$ cat config.mk
export PLATFORM = sky130hd
export DESIGN_NAME = counter_updown_param
export DESIGN_NICKNAME = d
export VERILOG_FILES = /design/src/rtl/counter_updown_param.sv
export SDC_FILE = /design/constraint.sdc
export NUM_CORES = 1
export LEC_CHECK = 0
export ABC_AREA = 1
export BUFFER_PORTS_ARGS = -buffer_cell sky130_fd_sc_hd__buf_2
export CAP_MARGIN = 20
export CORE_AREA = 2 2 39 41
export DETAILED_ROUTE_END_ITERATION = 6
export DIE_AREA = 0 0 41 43
export MAX_ROUTING_LAYER = met4
export SLEW_MARGIN = 20
export SYNTH_ARGS = -nofsm -noshare
export SYNTH_HDL_FRONTEND = slang
export SYNTH_SLANG_ARGS = --single-unit
$ cat constraint.sdc
create_clock -name clk -period 1.7 [get_ports clk]
set_input_delay 0.17 -clock clk [delete_from_list [all_inputs] [get_ports clk]]
set_output_delay 0.17 -clock clk [all_outputs]
set_load 0.1 [all_outputs]
$ cat src/rtl/counter_updown_param.sv
// counter_updown_param: parametrised up/down counter with wrap or saturate ends,
// synchronous clear/load, cascade terminal count, wrap pulse and sticky overflow.
module counter_updown_param #(
    parameter int WIDTH    = 4,
    parameter int MAX_VAL  = 2**WIDTH - 1,
    parameter bit SATURATE = 1'b0
) (
    input  logic             clk,
    input  logic             reset,
    input  logic             en,
    input  logic             u_d,
    input  logic             clr,
    input  logic             load,
    input  logic [WIDTH-1:0] load_val,
    output logic [WIDTH-1:0] count,
    output logic             tc,
    output logic             wrap,
    output logic             ovf
);
    localparam logic [WIDTH-1:0] MAX = WIDTH'(MAX_VAL);

    logic [WIDTH-1:0] count_d, count_q;
    logic             wrap_d, wrap_q, ovf_d, ovf_q, at_end;

    always_comb begin
        at_end  = u_d ? (count_q == MAX) : (count_q == '0);
        tc      = en & ~clr & ~load & at_end;
        count_d = count_q;
        wrap_d  = 1'b0;
        ovf_d   = ovf_q;
        if (clr) begin
            count_d = '0;
            ovf_d   = 1'b0;
        end else if (load) begin
            count_d = (load_val > MAX) ? MAX : load_val;
        end else if (en && !at_end) begin
            count_d = u_d ? count_q + 1'b1 : count_q - 1'b1;
        end else if (en) begin
            // at a range end: wrap to the opposite end or hold, flagging either way
            ovf_d   = 1'b1;
            wrap_d  = !SATURATE;
            count_d = SATURATE ? count_q : (u_d ? '0 : MAX);
        end
    end

    always_ff @(posedge clk or negedge reset) begin
        if (!reset) begin
            count_q <= '0;
            wrap_q  <= 1'b0;
            ovf_q   <= 1'b0;
        end else begin
            count_q <= count_d;
            wrap_q  <= wrap_d;
            ovf_q   <= ovf_d;
        end
    end

    assign count = count_q;
    assign wrap  = wrap_q;
    assign ovf   = ovf_q;
endmodule

==> out/qor.csv <==
metric,value,unit
outcome,"finished, final reports clean",
drt initial violations,7,
Worst setup EP type,primary output,
RR Startpoint,count[0],
most frequent cells in the layout,"nand2_1, buf_2, nor2_1",
Place WS,0.142,ns
# rows,14,
Worst Path Required,1.53,ns
"Avg Cell Area, Syn",6.10,µm²
Post-Syn Instances,81,
final WL,1220,µm
Avg Vias per Cell,4.33,
DRT antenna net count,0,
Vias,537,
Die W,41,µm
layout cell share with drive strength beyond 1,38.9,%
pin count of the biggest net entering global routing,11,
Placer Congestion,0.776,
Hold Slack,0.202,ns
first-pass GRT wire length,1880,µm
gr ovfl total,0,
core box area,1380,µm²
clk_lat worst skew,0.25,ns
Final Cycle Share,98.3,%
Final setup viols,0,
synthesized cell area,494,µm²
type of origin of the critical path,flop,
Crit Path Max Fanout,5,
YS warnings,0,
clk_skew,0.00559,ns
number of global-route vias before repair,461,
Final min period,1.67,ns
Reg2Reg Setup Slack,0.12,ns
Slew headroom,67.9,%
WP data arrival,1.50,ns
Worst-path clk slew,0.05,ns
# diodes,0,
setup ws final,0.0295,ns
Finished Layout Cells,124,
drt wl/cell,9.81,µm
Placed Instances,113,
CP Class,flop to primary output,
LEAKAGE,0.439,nW
antenna violations before repair,0,
Die Ht,43,µm
register bit total from synthesis,6,
GRT Resource Usage Total,16.2,%
Residual DRC,0,
CTS buffer count,3,
# IOs,17,
Worst Setup SP,count[3],
sequential share of the synthesized area,30.4,%
RSZ-0062 raised after global routing,yes,
Worst VDD drop,0.000708,V
Worst Reg2Reg Path Length in Cells,9,
max capacitance violation total,0,
Final Max Slew Viols,0,
max frequency,0.599,GHz
Unique masters post-synth,15,
root buffer cell,clkbuf_4,
drt first pass iters,4,
Worst-Margin Slew,0.485,ns
H-tree levels,1,
TritonCTS sink count,6,
syn_nets,94,
synth-to-layout area growth,48.4,%
# fillers,152,
# port buffers,16,
Final Util,53.0,%
detailed placement HPWL,895,µm
area of the multi-input gates,314,µm²
total die area,1760,µm²
"commonest non-fill, non-tap cell in the layout",nand2_1,
Max Buffers Root-to-Sink,2,
Setup crit end,tc,
sequential cell area,165,µm²
reg2reg end,count[2],
Starting Density,35.7,%
nets@finish,123,
Fin. Hold Viols,0,
Power Dens Cells,759,nW/µm²
TritonCTS clock tree,yes,
worst hold-check path type,input port to flop,
==> per-stage QoR <==
step	area [µm²]	TNS, ns	total power [mW]
global placement	628	0	0.396
CTS	688	0	0.543
global route	733	-0.0335	0.594
floorplan	513	0	0.348
finish	733	0	0.557
detailed placement	628	0	0.397
==> worst min path at each step <==
stage / start / end / slack [ns] / cells past startpoint
floorplan: reset / ovf / -0.13 / 0
global route: clr / ovf / 0.23 / 4
CTS: clr / ovf / 0.20 / 4
detailed placement: reset / wrap / -0.002 / 1
global placement: reset / wrap / -0.004 / 1
finish: clr / ovf / 0.20 / 4
==> logic make-up (layout without fill, tap and decap cells) <==
logic type	after synthesis	after routing	synth area share, %
adder cells (fa/ha/maj)	3	3	9.11
buffers and inverters	13	40	10.1
flip-flops	6	6	30.4
XOR/XNOR	1	1	1.77
AND/OR/NAND/NOR	58	58	48.6
==> flip-flops by register name, indices dropped and copies added, names as in the netlist <==
signal	flops
ovf	1
count	4
wrap	1
==> final cells by class <==
class                           count  share of cell area (%)
Timing Repair Buffer               24                    21.5
Tap cell                           16                    2.73
Multi-Input combinational cell     62                    42.8
Inverter                           13                    7.34
Sequential cell                     6                    22.5
Clock buffer                        3                    3.07
==> repair_timing <==
| action | in CTS | in global routing |
|---|---|---|
| setup endpoints to repair | 1 | 1 |
| hold buffers | 1 | 0 |
| buffers inserted | 3 | 4 |
| resized for setup | 2 | 4 |
| endpoints found under the hold margin | 6 | 0 |
| pin swaps | 0 | 3 |
==> synth_stat cells <==
cell type  instances  area [µm²]
clkinv_2           1        5.00
dfrtp_1            6         150
fa_1               1        20.0
ha_1               2        25.0
inv_1             10        37.5
inv_2              2        7.51
nand2_1           37         139
nand2_2            2        12.5
nand3_1            3        15.0
nand3_2            1        10.0
nand4_1            1        6.26
nor2_1            12        45.0
nor2_2             1        6.26
or2_1              1        6.26
xor2_1             1        8.76
==> per-layer routing <==
metal  global-route usage (%)  share of wire (%)  vias to the layer above  wire, µm
li1                         -                  -                      292         -
met1                     20.4                 44                      228       538
met2                     23.8                 49                       13       597
met3                     4.71                4.7                        4        57
met4                     6.00                1.9                        0        23
met5                        -                  0                        -         0
==> worst max-delay path: stages, from the launching register on <==
cell        delay (ns)
dfrtp_4           0.51
nor2_4            0.10
nand3_2           0.09
nand2_2           0.09
nand4_1           0.16
clkinvlp_4        0.14
buf_12            0.17
==> power by group <==
part	total [mW]	internal (mW)	leakage, nW	switching, mW
Clock	0.133	0.0799	0.0138	0.0530
Combinational	0.247	0.0764	0.352	0.170
Sequential	0.177	0.161	0.0731	0.0164
Power figures use the tool's default switching activity.
